<file path="src/rtl/instr_fetch_uni_pkg.sv">
// Shared definitions for the instruction fetch front end.
// Holds the fetch FSM state encodings, the reset PC default, the opcode field
// bounds handed to the control unit and the prefetch queue entry layout.
package instr_fetch_uni_pkg;

  typedef enum logic [1:0] {
    ST_IDLE = 2'd0,  // no request outstanding
    ST_REQ  = 2'd1,  // request outstanding, returned word is kept
    ST_DROP = 2'd2   // request outstanding, returned word is discarded
  } fetch_state_e;

  localparam logic [63:0] RESET_PC_DEFAULT = 64'h0;

  localparam int unsigned PC_W    = 64;
  localparam int unsigned INSTR_W = 32;
  localparam int unsigned OPC_HI  = 31;
  localparam int unsigned OPC_LO  = 21;
  localparam int unsigned OPC_W   = OPC_HI - OPC_LO + 1;

  // One prefetched instruction together with the address it came from.
  typedef struct packed {
    logic [PC_W-1:0]    pc;
    logic [INSTR_W-1:0] instr;
  } fq_entry_t;

endpackage

</file>
<file path="src/rtl/instr_fetch_uni_fetch_queue.sv">
// Prefetch queue: circular buffer of DEPTH fetched instructions with their PCs.
// Ports: i_clk/i_rst_n, i_push + i_data (enqueue), i_pop (dequeue head),
//        i_flush (synchronous clear, wins over push; a same-cycle pop simply
//        completes), o_head (entry at read pointer), o_count (occupancy).
module instr_fetch_uni_fetch_queue
  import instr_fetch_uni_pkg::*;
#(
  parameter int unsigned DEPTH = 4
) (
  input  logic                         i_clk,
  input  logic                         i_rst_n,
  input  logic                         i_push,
  input  fq_entry_t                    i_data,
  input  logic                         i_pop,
  input  logic                         i_flush,
  output fq_entry_t                    o_head,
  output logic [$clog2(DEPTH+1)-1:0]   o_count
);

  localparam int unsigned CNT_W = $clog2(DEPTH + 1);
  localparam int unsigned PTR_W = $clog2(DEPTH);

  fq_entry_t        r_mem [DEPTH];
  logic [PTR_W-1:0] r_wr_ptr;
  logic [PTR_W-1:0] r_rd_ptr;
  logic [CNT_W-1:0] r_count;

  logic w_do_push;
  logic w_do_pop;

  assign w_do_push = i_push && !i_flush && (r_count != CNT_W'(DEPTH));
  assign w_do_pop  = i_pop && (r_count != '0);

  // Pointers wrap naturally because DEPTH is a power of two.
  always_ff @(posedge i_clk or negedge i_rst_n) begin
    if (!i_rst_n) begin
      r_wr_ptr <= '0;
      r_rd_ptr <= '0;
      r_count  <= '0;
    end else if (i_flush) begin
      r_wr_ptr <= '0;
      r_rd_ptr <= '0;
      r_count  <= '0;
    end else begin
      if (w_do_push) r_wr_ptr <= r_wr_ptr + PTR_W'(1);
      if (w_do_pop)  r_rd_ptr <= r_rd_ptr + PTR_W'(1);
      r_count <= r_count + CNT_W'(w_do_push) - CNT_W'(w_do_pop);
    end
  end

  // Storage needs no reset: the head is only observed while count is nonzero.
  always_ff @(posedge i_clk) begin
    if (w_do_push) r_mem[r_wr_ptr] <= i_data;
  end

  assign o_head  = r_mem[r_rd_ptr];
  assign o_count = r_count;

endmodule

</file>
<file path="src/rtl/instr_fetch_uni.sv">
// Instruction fetch front end feeding the control decoder.
// Ports: iCLK/iRST_n; oIMEM_REQ/oIMEM_ADDR/iIMEM_ACK/iIMEM_DATA (memory req/ack);
//        oVALID/iREADY/oINSTR/oOPCODE/oPC (head of prefetch queue to decode);
//        iREDIRECT/iREDIRECT_PC (flush and refetch from a new PC).
module instr_fetch_uni
  import instr_fetch_uni_pkg::*;
#(
  parameter logic [63:0] RESET_PC = RESET_PC_DEFAULT,
  parameter int unsigned DEPTH    = 4
) (
  input  logic         iCLK,
  input  logic         iRST_n,
  output logic         oIMEM_REQ,
  output logic [63:0]  oIMEM_ADDR,
  input  logic         iIMEM_ACK,
  input  logic [31:0]  iIMEM_DATA,
  output logic         oVALID,
  input  logic         iREADY,
  output logic [31:0]  oINSTR,
  output logic [10:0]  oOPCODE,
  output logic [63:0]  oPC,
  input  logic         iREDIRECT,
  input  logic [63:0]  iREDIRECT_PC
);

  localparam int unsigned CNT_W = $clog2(DEPTH + 1);

  fetch_state_e     r_state;
  fetch_state_e     w_state_next;
  logic [63:0]      r_fetch_pc;
  logic [63:0]      w_fetch_pc_next;
  logic [63:0]      r_drop_pc;     // redirect target waiting for the dropped ack
  logic [63:0]      w_drop_pc_next;
  logic [63:0]      w_redirect_pc;
  logic             w_push;
  logic             w_pop;
  logic             w_valid;
  logic [CNT_W-1:0] w_count;
  logic [CNT_W-1:0] w_count_after_pop;
  fq_entry_t        w_head;
  fq_entry_t        w_push_data;

  assign w_redirect_pc     = iREDIRECT_PC & ~64'h3;
  assign w_valid           = (w_count != '0);
  assign w_pop             = w_valid && iREADY;
  assign w_count_after_pop = w_count - CNT_W'(w_pop);
  assign w_push_data       = '{pc: r_fetch_pc, instr: iIMEM_DATA};

  instr_fetch_uni_fetch_queue #(.DEPTH(DEPTH)) u_fetch_queue (
    .i_clk   (iCLK),
    .i_rst_n (iRST_n),
    .i_push  (w_push),
    .i_data  (w_push_data),
    .i_pop   (w_pop),
    .i_flush (iREDIRECT),
    .o_head  (w_head),
    .o_count (w_count)
  );

  // State, fetch PC and pending redirect target.
  always_ff @(posedge iCLK or negedge iRST_n) begin
    if (!iRST_n) begin
      r_state    <= ST_IDLE;
      r_fetch_pc <= RESET_PC;
      r_drop_pc  <= RESET_PC;
    end else begin
      r_state    <= w_state_next;
      r_fetch_pc <= w_fetch_pc_next;
      r_drop_pc  <= w_drop_pc_next;
    end
  end

  // Next state; the fill decision uses the post-dequeue count so fetch
  // restarts right after decode frees a slot.
  always_comb begin
    w_state_next    = r_state;
    w_fetch_pc_next = r_fetch_pc;
    w_drop_pc_next  = r_drop_pc;
    w_push          = 1'b0;
    unique case (r_state)
      ST_IDLE: begin
        if (iREDIRECT) begin
          w_fetch_pc_next = w_redirect_pc;
          w_state_next    = ST_REQ;
        end else if (w_count_after_pop < CNT_W'(DEPTH)) begin
          w_state_next = ST_REQ;
        end
      end
      ST_REQ: begin
        if (iREDIRECT) begin
          if (iIMEM_ACK) begin
            w_fetch_pc_next = w_redirect_pc;
            w_state_next    = ST_REQ;
          end else begin
            // Keep presenting the abandoned address until memory acks it.
            w_drop_pc_next = w_redirect_pc;
            w_state_next   = ST_DROP;
          end
        end else if (iIMEM_ACK) begin
          w_push          = 1'b1;
          w_fetch_pc_next = r_fetch_pc + 64'd4;
          w_state_next    = ((w_count_after_pop + CNT_W'(1)) < CNT_W'(DEPTH)) ? ST_REQ : ST_IDLE;
        end
      end
      ST_DROP: begin
        if (iREDIRECT) w_drop_pc_next = w_redirect_pc;
        if (iIMEM_ACK) begin
          w_fetch_pc_next = iREDIRECT ? w_redirect_pc : r_drop_pc;
          w_state_next    = ST_REQ;
        end
      end
      default: w_state_next = ST_IDLE;
    endcase
  end

  assign oIMEM_REQ  = (r_state == ST_REQ) || (r_state == ST_DROP);
  assign oIMEM_ADDR = r_fetch_pc;
  assign oVALID     = w_valid;
  // Head fields are masked to zero while the queue is empty.
  assign oINSTR     = w_valid ? w_head.instr : '0;
  assign oPC        = w_valid ? w_head.pc : '0;
  assign oOPCODE    = oINSTR[OPC_HI:OPC_LO];

endmodule

</file>
<file path="config.mk">
export PLATFORM = sky130hd
export DESIGN_NAME = instr_fetch_uni
export DESIGN_NICKNAME = d
export VERILOG_FILES = /design/src/rtl/instr_fetch_uni_pkg.sv /design/src/rtl/instr_fetch_uni_fetch_queue.sv /design/src/rtl/instr_fetch_uni.sv
export SDC_FILE = /design/constraint.sdc
export NUM_CORES = 1
export LEC_CHECK = 0
export BUFFER_PORTS_ARGS = -buffer_cell sky130_fd_sc_hd__buf_2
export CORE_AREA = 2 2 211 213
export DETAILED_ROUTE_END_ITERATION = 8
export DIE_AREA = 0 0 213 215
export PLACE_DENSITY = 0.76
export SLEW_MARGIN = 20
export SYNTH_ARGS = -nofsm -noshare
export SYNTH_HDL_FRONTEND = slang
export SYNTH_SLANG_ARGS = --single-unit
</file>
<file path="constraint.sdc">
create_clock -name iCLK -period 4.5 [get_ports iCLK]
set_clock_uncertainty 0.15 [all_clocks]
set_input_delay 0.9 -clock iCLK [delete_from_list [all_inputs] [get_ports iCLK]]
set_output_delay 0.9 -clock iCLK [all_outputs]
set_load 0.03 [all_outputs]
</file>
==> metrics.md <==
| Metric | Value |
|---|---|
| Status | completed |
| CP delay by family, top | flip-flops |
| End of the critical path | oPC[21] |
| Library cells used by synthesis | 75 |
| Final hold vios | 0 |
| Largest family of logic cells by synthesized area | multiplexers |
| Setup CP Type | flip-flop to output pin |
| Routed Antenna Nets | 0 |
| Fraction of layout cells with a size suffix above 1 | 31.5% |
| Critical Path AT | 2.74 ns |
| Max VDD drop | 0.431 mV |
| Post-synth EDFFs | 384 |
| Routed length on met1 | 23,600 um |
| Root buffer cell | clkbuf_16 |
| Reg2reg path depth | 6 |
| Top layer in use | met5 |
| Worst flop-to-flop path endpoint | oIMEM_ADDR[16]$_DFFE_PN0P_ |
| Max-Cap Viols | 0 |
| Area share of fa/ha/maj cells after synthesis | 0.800% |
| Routed len/inst | 24.0 um |
| Critical Path Fanout Max | 24 |
| GRT Resource Usage Total | 25.2% |
| Met3 wire len | 4330 um |
| Sequential share of the synthesized area | 65.5% |
| Setup TNS Final | 0 ns |
| CTS resizes | 0 |
| Ports | 274 |
| Worst R2R Setup Slack | 1.08 ns |
| First-pass iteration count of the detailed router | 5 |
| Clock buffer depth | 3 |
| #FFs+latches synth | 521 |
| Final core occ | 60.7% |
| Routed wire length | 57,500 um |
| Post-DR vias/cell | 6.19 |
| Pwr dens | 710 nW/um^2 |
| Remaining global-route overflow | 0 |
| Leak | 9.70 nW |
| Dpl ws | 1.05 ns |
| WL met2 | 28,200 um |
| First-pass GRT wire length | 87,300 um |
| CP startpoint kind | flip-flop |
| Vias after detailed routing | 14,808 |
| Relative slew slack | 30.0% |
| Initial Util | 52.3% |
| Core area | 43,600 sq um |
| Die height | 215 um |
| Post-route DRC | 0 |
| Slowest CP cell | dfrtp_4 |
| FP Rows | 77 |
| CTS tree | done |
| Post-CTS Hold Fix Bufs | 0 |
| Final period util | 84.2% |
| CP required | 3.45 ns |
| Clock sink count | 521 |
| Hpwl dp | 36,500 um |
| CTS Buf Count | 51 |
| Synthesized instance count | 1,505 |
| Final min period | 3.79 ns |
| Worst hold path class | input port to async pin |
| Post-synthesis xor/xnor area fraction | 0.230% |
| Syn-to-layout area delta | 16.0% |
| Slew @ Worst Pin | 1.05 ns |
| Nets | 1,867 |
| Initial DRC count | 1,464 |
| Worst path max stage delay | 0.77 ns |
| Crit path cell chain | buf_4, mux4_2, and2_1, buf_2 |
| Vias in the first global route | 14,860 |
| Top FF cell, synth | edfxtp_1 |
| Input/output buffers | 271 |
| Die area | 45,800 sq um |
| Critical Path Stages | 4 |
| Compound-Gate Fraction of Synth Area | 7.84% |
| Syn nets | 1,620 |
| Simple-gate portion of the synthesized area | 10.4% |
| R2r startpoint | r_state[0]$_DFFE_PN0P_ |
| RSZ-0062 raised after global routing | no |
| Syn Area/Cell | 15.2 sq um |
| # Post-CTS Setup Buffers | 0 |
| Final Slew Violations | 0 |
| Clock H-tree levels | 2 |
| Synth async-reset ratio | 26.3% |
| Worst Setup SP | u_fetch_queue.r_rd_ptr[0]$_DFFE_PN0P_ |
| GPL Wtd Cong | 0.882 |
| Initial antenna violation count | 9 |
| Max Clock Freq | 264 MHz |
| Synth warn | 0 |
| Final Setup Violations | 0 |
| Worst Slack Setup Final | 0.710 ns |
| Largest net degree at the start of global routing | 100 |
| Chip width | 213 um |
| Synth Cell Area | 22,800 sq um |
| Multiplexer share of the synthesized area | 12.7% |
| Worst-Skew Late Latency | 0.59 ns |
| Endpoint type of the worst setup path | output pin |
| Fin Hold WS | 0.186 ns |
| Clock transition at path regs | 0.06 ns |
| Worst path bufs/invs | 2 |
[flip-flops by register name (all words and copies together), names as in the netlist]
register                count
u_fetch_queue.o_count       3
u_fetch_queue.r_wr_ptr      2
oIMEM_ADDR                 64
r_state                     2
u_fetch_queue.r_mem       384
u_fetch_queue.r_rd_ptr      2
r_drop_pc                  64
[where the power goes]
group	switching (W)	leakage, nW	internal (W)
combinational	0.00445	3.77	0.00270
clock	0.00179	0.793	0.00234
sequential	0.00124	5.14	0.00629
total	0.00748	9.70	0.0113
[placed cells by master, fill, tap and decap left out, drive strengths merged, types with 5 or more instances in the layout]
cell	netlist	final
inv	29	30
o21ai	49	49
o311ai	5	5
ha	13	13
a21o	5	5
mux2	62	62
nor4	17	17
or4	7	7
diode	0	8
and3	12	12
o211ai	11	11
a211o	5	5
a31oi	8	8
nor2	68	68
buf	41	298
o21a	10	10
a22oi	8	8
and4	7	7
nor3	29	29
clkbuf	63	63
nand2	66	66
a21oi	33	33
a221o	18	18
or3	13	13
nand4	41	41
dfrtp	137	137
nand3	37	37
clkinv	0	22
a221oi	23	23
a22o	8	8
a2bb2oi	14	14
and2	108	108
o22a	12	12
mux4	96	96
edfxtp	384	384
[stage by stage]
step	total power, W	std cells	instance area (sq um)
2_1_floorplan	0.0124	1505	22800
3_3_place_gp	0.0145	2291	24900
3_5_place_dp	0.0147	2291	24900
4_1_cts	0.0189	2384	26500
5_1_grt	0.0197	2389	26500
6_report	0.0188	2392	26500
[final cells by class]
| cell class | count | area [sq um] |
|---|---|---|
| tap | 592 | 741 |
| sequential | 521 | 15000 |
| clock inverter | 30 | 234 |
| fill | 3280 | 17200 |
| antenna | 8 | 20.0 |
| multi-input combinational | 851 | 7310 |
| timing repair buffer | 298 | 1730 |
| inverter | 29 | 109 |
| clock buffer | 63 | 1370 |
[metal layers]
metal	GRT usage [%]	up-vias
li1	-	6437
met1	34.0	7592
met2	41.1	670
met3	5.33	107
met4	8.00	2
met5	0	-
[cells by family (layout without fill, tap and decap cells)]
family | count (synthesis) | count (layout)
buf+inv | 133 | 420
other cells | 0 | 8
simple gates | 426 | 426
mux | 161 | 161
fa+ha+maj | 14 | 14
compound gates | 244 | 244
xor+xnor | 6 | 6
flops | 521 | 521
[cells in the mapped netlist, types with 12 or more instances]
master / instances / area [sq um]
o21ai_0: 49 / 245
nor4_1: 14 / 87.6
or3_1: 12 / 75.1
edfxtp_1: 384 / 11500
ha_1: 13 / 163
nand2_1: 66 / 248
mux4_2: 96 / 2160
a2bb2oi_1: 14 / 123
buf_4: 14 / 105
nor3_1: 28 / 140
a21oi_1: 33 / 165
buf_2: 22 / 110
mux2_2: 62 / 698
and3_1: 12 / 75.1
nand3_1: 37 / 185
clkbuf_1: 60 / 225
and2_1: 108 / 676
o22a_1: 12 / 105
nor2_1: 68 / 255
inv_1: 29 / 109
dfrtp_1: 137 / 3430
a221o_1: 18 / 180
nand4_1: 37 / 231
a221oi_1: 23 / 201
[how the worst min path moves through the flow]
stage / end / cells past startpoint
final: r_drop_pc[18]$_DFFE_PN0P_ / 1
after global routing: r_drop_pc[18]$_DFFE_PN0P_ / 1
after CTS: r_drop_pc[18]$_DFFE_PN0P_ / 1
after detailed placement: r_drop_pc[0]$_DFFE_PN0P_ / 1
after global placement: r_drop_pc[1]$_DFFE_PN0P_ / 1
after floorplan: r_drop_pc[0]$_DFFE_PN0P_ / 1
No activity file was read; power rests on OpenSTA's default activity.
